$ cat src/rtl/probe_capture.sv
// Edge-sampled change logger: every new probe value is stored with its timestamp
// in a small circular FIFO drained through a valid/ready port.
module probe_capture #(
   parameter int WIDTH    = 16,
   parameter int DEPTH    = 8,
   parameter int TS_WIDTH = 16
) (
   input  logic                   clk,
   input  logic                   rst_n,
   input  logic                   en,
   input  logic [WIDTH-1:0]       probe,
   output logic                   out_valid,
   input  logic                   out_ready,
   output logic [WIDTH-1:0]       out_data,
   output logic [TS_WIDTH-1:0]    out_ts,
   output logic [$clog2(DEPTH):0] fifo_count,
   output logic [7:0]             overflow_cnt
);

   localparam int AW = $clog2(DEPTH);

   logic [TS_WIDTH-1:0] ts_q;
   logic [WIDTH-1:0]    last_q;
   logic                armed;
   logic [AW:0]         wr_ptr;
   logic [AW:0]         rd_ptr;

   logic [WIDTH-1:0]    data_mem [DEPTH];
   logic [TS_WIDTH-1:0] ts_mem   [DEPTH];

   logic capture;
   logic full;
   logic empty;
   logic pop;
   logic push;
   logic drop;

   assign capture = en && (armed || (probe != last_q));
   assign empty   = (wr_ptr == rd_ptr);
   assign full    = (wr_ptr[AW] != rd_ptr[AW]) && (wr_ptr[AW-1:0] == rd_ptr[AW-1:0]);
   assign pop     = !empty && out_ready;
   // A pop on the same edge frees the slot the full-FIFO push lands in.
   assign push    = capture && (!full || pop);
   assign drop    = capture && full && !pop;

   assign out_valid  = !empty;
   assign fifo_count = wr_ptr - rd_ptr;
   assign out_data   = empty ? '0 : data_mem[rd_ptr[AW-1:0]];
   assign out_ts     = empty ? '0 : ts_mem[rd_ptr[AW-1:0]];

   always_ff @(posedge clk) begin
      if (push) begin
         data_mem[wr_ptr[AW-1:0]] <= probe;
         ts_mem[wr_ptr[AW-1:0]]   <= ts_q;
      end
   end

   always_ff @(posedge clk or negedge rst_n) begin
      if (!rst_n) begin
         ts_q         <= '0;
         last_q       <= '0;
         armed        <= 1'b1;
         wr_ptr       <= '0;
         rd_ptr       <= '0;
         overflow_cnt <= '0;
      end else begin
         if (en) begin
            ts_q   <= ts_q + 1'b1;
            last_q <= probe;
         end
         // Disabling re-arms so the next enabled edge logs a baseline entry.
         armed <= !en;
         if (push)
            wr_ptr <= wr_ptr + 1'b1;
         if (pop)
            rd_ptr <= rd_ptr + 1'b1;
         if (drop && (overflow_cnt != 8'hFF))
            overflow_cnt <= overflow_cnt + 1'b1;
      end
   end

endmodule
$ cat config.mk
export PLATFORM = sky130hd
export DESIGN_NAME = probe_capture
export DESIGN_NICKNAME = d
export VERILOG_FILES = /design/src/rtl/probe_capture.sv
export SDC_FILE = /design/constraint.sdc
export NUM_CORES = 1
export LEC_CHECK = 0
export BUFFER_PORTS_ARGS = -buffer_cell sky130_fd_sc_hd__buf_2
export CAP_MARGIN = 25
export CORE_ASPECT_RATIO = 0.5
export CORE_MARGIN = 8
export CORE_UTILIZATION = 65
export DETAILED_ROUTE_END_ITERATION = 7
export PLACE_DENSITY = 0.84
export SLEW_MARGIN = 20
export SYNTH_ARGS = -nofsm -noshare
export SYNTH_HDL_FRONTEND = slang
export SYNTH_SLANG_ARGS = --single-unit
export TNS_END_PERCENT = 50
$ cat constraint.sdc
create_clock -name clk -period 13.4 [get_ports clk]
set_clock_uncertainty 0.2 [all_clocks]
set_input_delay 2.68 -clock clk [delete_from_list [all_inputs] [get_ports clk]]
set_output_delay 2.68 -clock clk [all_outputs]
set_load 0.01 [all_outputs]
# After elaboration in Yosys (flattened, before gate mapping)
# Memories as Yosys holds them, arrays and structs flattened.
# Cells that the tools add are included.
[op_classes]
addsub = 5
shift = 0
bitwise = 0
mux = 4
order_cmp = 0
n_reduce_logical = 13
n_div = 0
eq_ne = 5
multipliers = 0
[op_table]
columns = ["op", "n"]
rows = [
  ["$mux 16", 2],
  ["$add 16x1->16 const B", 1],
  ["$ne 16x16->1", 1],
  ["$add 4x1->4 const B", 2],
  ["$add 8x1->8 const B", 1],
  ["$ne 8x8->1 const B", 1],
  ["$logic_and 1x1->1", 7],
  ["$eq 4x4->1", 1],
  ["$logic_not 1->1", 4],
  ["$sub 4x4->4", 1],
  ["$eq 3x3->1", 1],
  ["$logic_or 1x1->1", 2],
  ["$mux 1", 2],
  ["$ne 1x1->1", 1],
]
[totals]
latchBits = 0
ff_bits = 49
ramBits = 256
in_bits = 20
rom_bits = 0
n_memories = 2
output_inout_bits = 45
[mem_list]
columns = ["memory", "words", "width", "rd", "rd_ports_with_merged_regs", "write_ports", "line", "source"]
rows = [
  ["data_mem", 8, 16, 1, 0, 1, "28", "logic [WIDTH-1:0] data_mem [DEPTH];"],
  ["ts_mem", 8, 16, 1, 0, 1, "29", "logic [TS_WIDTH-1:0] ts_mem [DEPTH];"],
]

# Logic depth before layout (Yosys ltp)
[logic_depth]
ltp_word = 7
mapped_depth = 10

# Least setup slack after synthesis
# No wires, ideal clock.
[synth_path]
path_kind = "input-to-reg"
startpoint = "input en"
endpoint = "memory data_mem[0][0] (enable)"
setup_ns = 0.502
setup_slack_ns = 6.114
path_buffers = 2
stages = 4
t_required_ns = 12.698
arrival_time_ns = 6.585
path_cell_list = "clkbuf_1 > clkbuf_1 > nand3_1 > nor4_1"
[synth_between]
elab_chain_cells = 4
[synth_lines]
columns = ["item", "line", "source"]
rows = [
  ["start: declaration", "10", "input logic en,"],
  ["$logic_and 1x1->1", "38", "assign capture = en && (armed || (probe != last_q));"],
  ["$logic_and 1x1->1", "43", "assign push = capture && (!full || pop);"],
  ["$mux 1", "52", "if (push) begin"],
  ["$mux 1 (implied by the code)", "53", "data_mem[wr_ptr[AW-1:0]] <= probe;"],
  ["end: declaration", "28", ""],
]
# Every way passes these cells.

# Worst setup path after layout
[layout_path]
startpoint = "register rd_ptr[0]"
endpoint = "output out_data[6]"
[layout_between]
elab_chain_cells = 2
[layout_lines]
columns = ["item", "line", "source"]
rows = [
  ["start: declaration", "26", "logic [AW:0] rd_ptr;"],
  ["start signal: assignment", "76", "rd_ptr <= rd_ptr + 1'b1;"],
  ["$mem_v2 8x16 or $eq 4x4->1 (tied branches)", "-", ""],
  ["$mux 16 (*)", "48", "assign out_data = empty ? '0 : data_mem[rd_ptr[AW-1:0]];"],
  ["end: declaration", "14", "output logic [WIDTH-1:0] out_data,"],
]
# Every way passes the cells marked *; elsewhere a longest branch is shown, timed or not.

==> summary.txt <==
Clocking
  • H-tree levels: 1
  • Clk_lat worst skew: 530 ps
  • Count of hold-fix buffers inserted at cts: 0
  • CTS clk-pin slew, worst paths: 70 ps
  • Number of CTS-inserted buffers: 25
  • Gates resized, CTS repair: 0
  • Clock tree from TritonCTS: done
  • Clock buffer depth: 3
  • Clk root buf: clkbuf_16
  • # clock sinks: 305
  • Post-CTS Setup Bufs: 0

Layout
  • Share of cells above drive strength 1: 29.2%
  • Commonest non-fill, non-tap cell in the layout: edfxtp_1
  • Multi-input gate area: 0.00299 sq mm
  • P&R area growth vs syn: 11.8%
  • Commonest non-fill, non-tap cells in the layout: edfxtp_1, nand2_1, buf_2
  • Register area: 0.00892 sq mm
  • Final net count: 751
  • Fill cell count: 994
  • Diodes inserted: 0

Critical path
  • Worst-path maximum fanout: 36
  • Critical Path Sink Type: primary output
  • Crit path kind: reg2out
  • CP Launch Type: register
  • CP required: 10,520 ps
  • WP data arrival: 2850 ps

Detailed routing
  • Via count: 6,459
  • DR iter-0 viols: 744
  • Avg WL per Cell: 27.8 um
  • Via density: 6.58
  • Detail Route Antenna Nets: 0
  • Final wirelength: 27,300 um
  • First-pass DRT Iterations: 5
  • # DRC: 0

Timing
  • Fmax: 175 MHz
  • Fin. max-slew vios: 0
  • Period minus WS final: 5730 ps
  • Worst slew pin tran: 1020 ps
  • Fin. Hold Viols: 0
  • Final setup fails: 0
  • Final TNS setup: 0 ps
  • Hold WS: 304 ps
  • Fin crit share: 42.7%
  • RSZ-0062 raised after global routing: false
  • Max-Slew Margin vs Limit: 31.2%

Synth
  • #FFs+latches synth: 305
  • Netlist cell types: 31
  • Syn avg cell area: 18.7 sq um
  • Syn_nets: 673
  • Netlist Area Pre-Place: 0.0120 sq mm
  • Seq/Total Area, Yosys: 74.0%
  • YS warnings: 0
  • Synth Instances: 645

Pwr
  • Static Leakage: 0.00478 uW
  • P per Cell Area: 224 mW/mm^2
  • Peak VDD IR: 0.108 mV
  • Power, Total: 3020 uW

Placement
  • GPL Wtd Cong: 0.792
  • Post-DP HPWL: 14,200 um
  • Port bufs: 64

Global routing
  • Vias in the first global route: 6,740
  • Remaining global-route overflow: 0
  • GRT Util Overall: 22.0%
  • Initial antenna violation count: 0
  • Global-route wire length before repair: 39,500 um
  • Largest net degree at the start of global routing: 69

Floorplanning
  • Die ar.: 0.0234 sq mm
  • Core ar.: 0.0183 sq mm
  • Initial Util: 66.0%
  • Chip height: 112 um
  • IO Pins: 65
  • Die W: 209 um
  • Rows: 35

Run status
  • Status: finished, final reports clean

Job
  • Maxcap violations: 0

Hold path
  • Hold crit path type: reg2reg
-- through the flow --
stage / instances / area [sq um] / setup slack (ps) / utilization [%]
floorplan: 645 / 12000 / 6110 / -
global placement: 934 / 12700 / 7790 / 69.5
detailed placement: 934 / 12700 / 7660 / 69.5
CTS: 980 / 13400 / 7400 / 73.6
global route: 982 / 13500 / 7500 / 73.7
finish: 982 / 13500 / 7670 / 73.7
-- path summary, 6_finish.rpt --
check	slack, ps	depth (start not counted)	endpoint	from
worst max-delay path	7670	6	out_data[6]	rd_ptr[0]$_DFFE_PN0P_
worst min-delay path	300	1	rd_ptr[3]$_DFFE_PN0P_	rd_ptr[3]$_DFFE_PN0P_
worst max register to register	9740	7	data_mem[0][4]$_DFFE_PP_	wr_ptr[0]$_DFFE_PN0P_
worst min register to register	300	1	rd_ptr[3]$_DFFE_PN0P_	rd_ptr[3]$_DFFE_PN0P_
max in group asynchronous	10430	2	rd_ptr[0]$_DFFE_PN0P_	rst_n
min in group asynchronous	2070	2	overflow_cnt[1]$_DFFE_PN0P_	rst_n
-- kinds of logic (layout without fill, tap and decap cells) --
| kind of cell | Yosys count | count (layout) | share of synthesized area (%) |
|---|---|---|---|
| fa+ha+maj | 8 | 8 | 0.893 |
| flops | 305 | 305 | 74.0 |
| simple gates | 125 | 125 | 4.90 |
| mux | 84 | 84 | 13.9 |
| xor+xnor | 47 | 47 | 3.42 |
| buf+inv | 41 | 138 | 1.41 |
| compound gates | 35 | 35 | 1.51 |
-- where the power goes --
part	switching, uW	internal, uW
Sequential	113	1210
Clock	334	357
Combinational	574	423
-- cell type report --
type | count | share of cell area [%]
clock inverter | 14 | 0.548
clock buffer | 32 | 4.99
sequential | 305 | 66.2
timing repair buffer | 81 | 3.46
inverter | 11 | 0.307
tap | 240 | 2.23
multi-input combinational | 299 | 22.2
-- Yosys cell counts --
cell type	count	area [sq um]
a21o_1	1	7.51
mux2_2	19	214
nand3_1	14	70.1
fa_1	1	20.0
or4_4	1	11.3
xnor2_1	26	228
edfxtp_1	256	7690
nand4_1	8	50.1
dfrtp_1	48	1200
and4_1	4	35.0
xor2_1	21	184
buf_6	1	11.3
dfstp_2	1	26.3
ha_1	7	87.6
nor3_1	2	10.0
buf_1	5	18.8
mux4_2	64	1440
buf_2	7	35.0
nand2_1	71	267
mux2_4	1	15.0
and3_1	6	37.5
a21oi_1	33	165
nor2_1	8	30.0
inv_1	11	41.3
or3_1	1	6.26
and3_2	2	15.0
a41oi_1	1	8.76
clkbuf_1	17	63.8
and3_4	1	11.3
and4_2	1	10.0
nor4_1	6	37.5
-- metal layers --
layer | vias up | share of wire [%] | global-route usage, %
li1 | 2672 | - | -
met1 | 3317 | 39 | 29.9
met2 | 413 | 49 | 36.1
met3 | 57 | 9.1 | 4.01
met4 | 0 | 2.7 | 7.24
met5 | - | 0 | 0
-- registers in the layout, indices dropped and copies added (netlist names) --
register / flops
overflow_cnt: 8
armed: 1
ts_q: 16
wr_ptr: 4
data_mem: 128
rd_ptr: 4
ts_mem: 128
last_q: 16
-- critical path, stage by stage, from the launching register on --
cell and delay (ps):
dfrtp_4 660, buf_4 390, buf_16 310, mux4_2 540, nand2_1 80, a21oi_1 110
buf_2 190
Note: power is estimated with default switching activity, not from simulation.
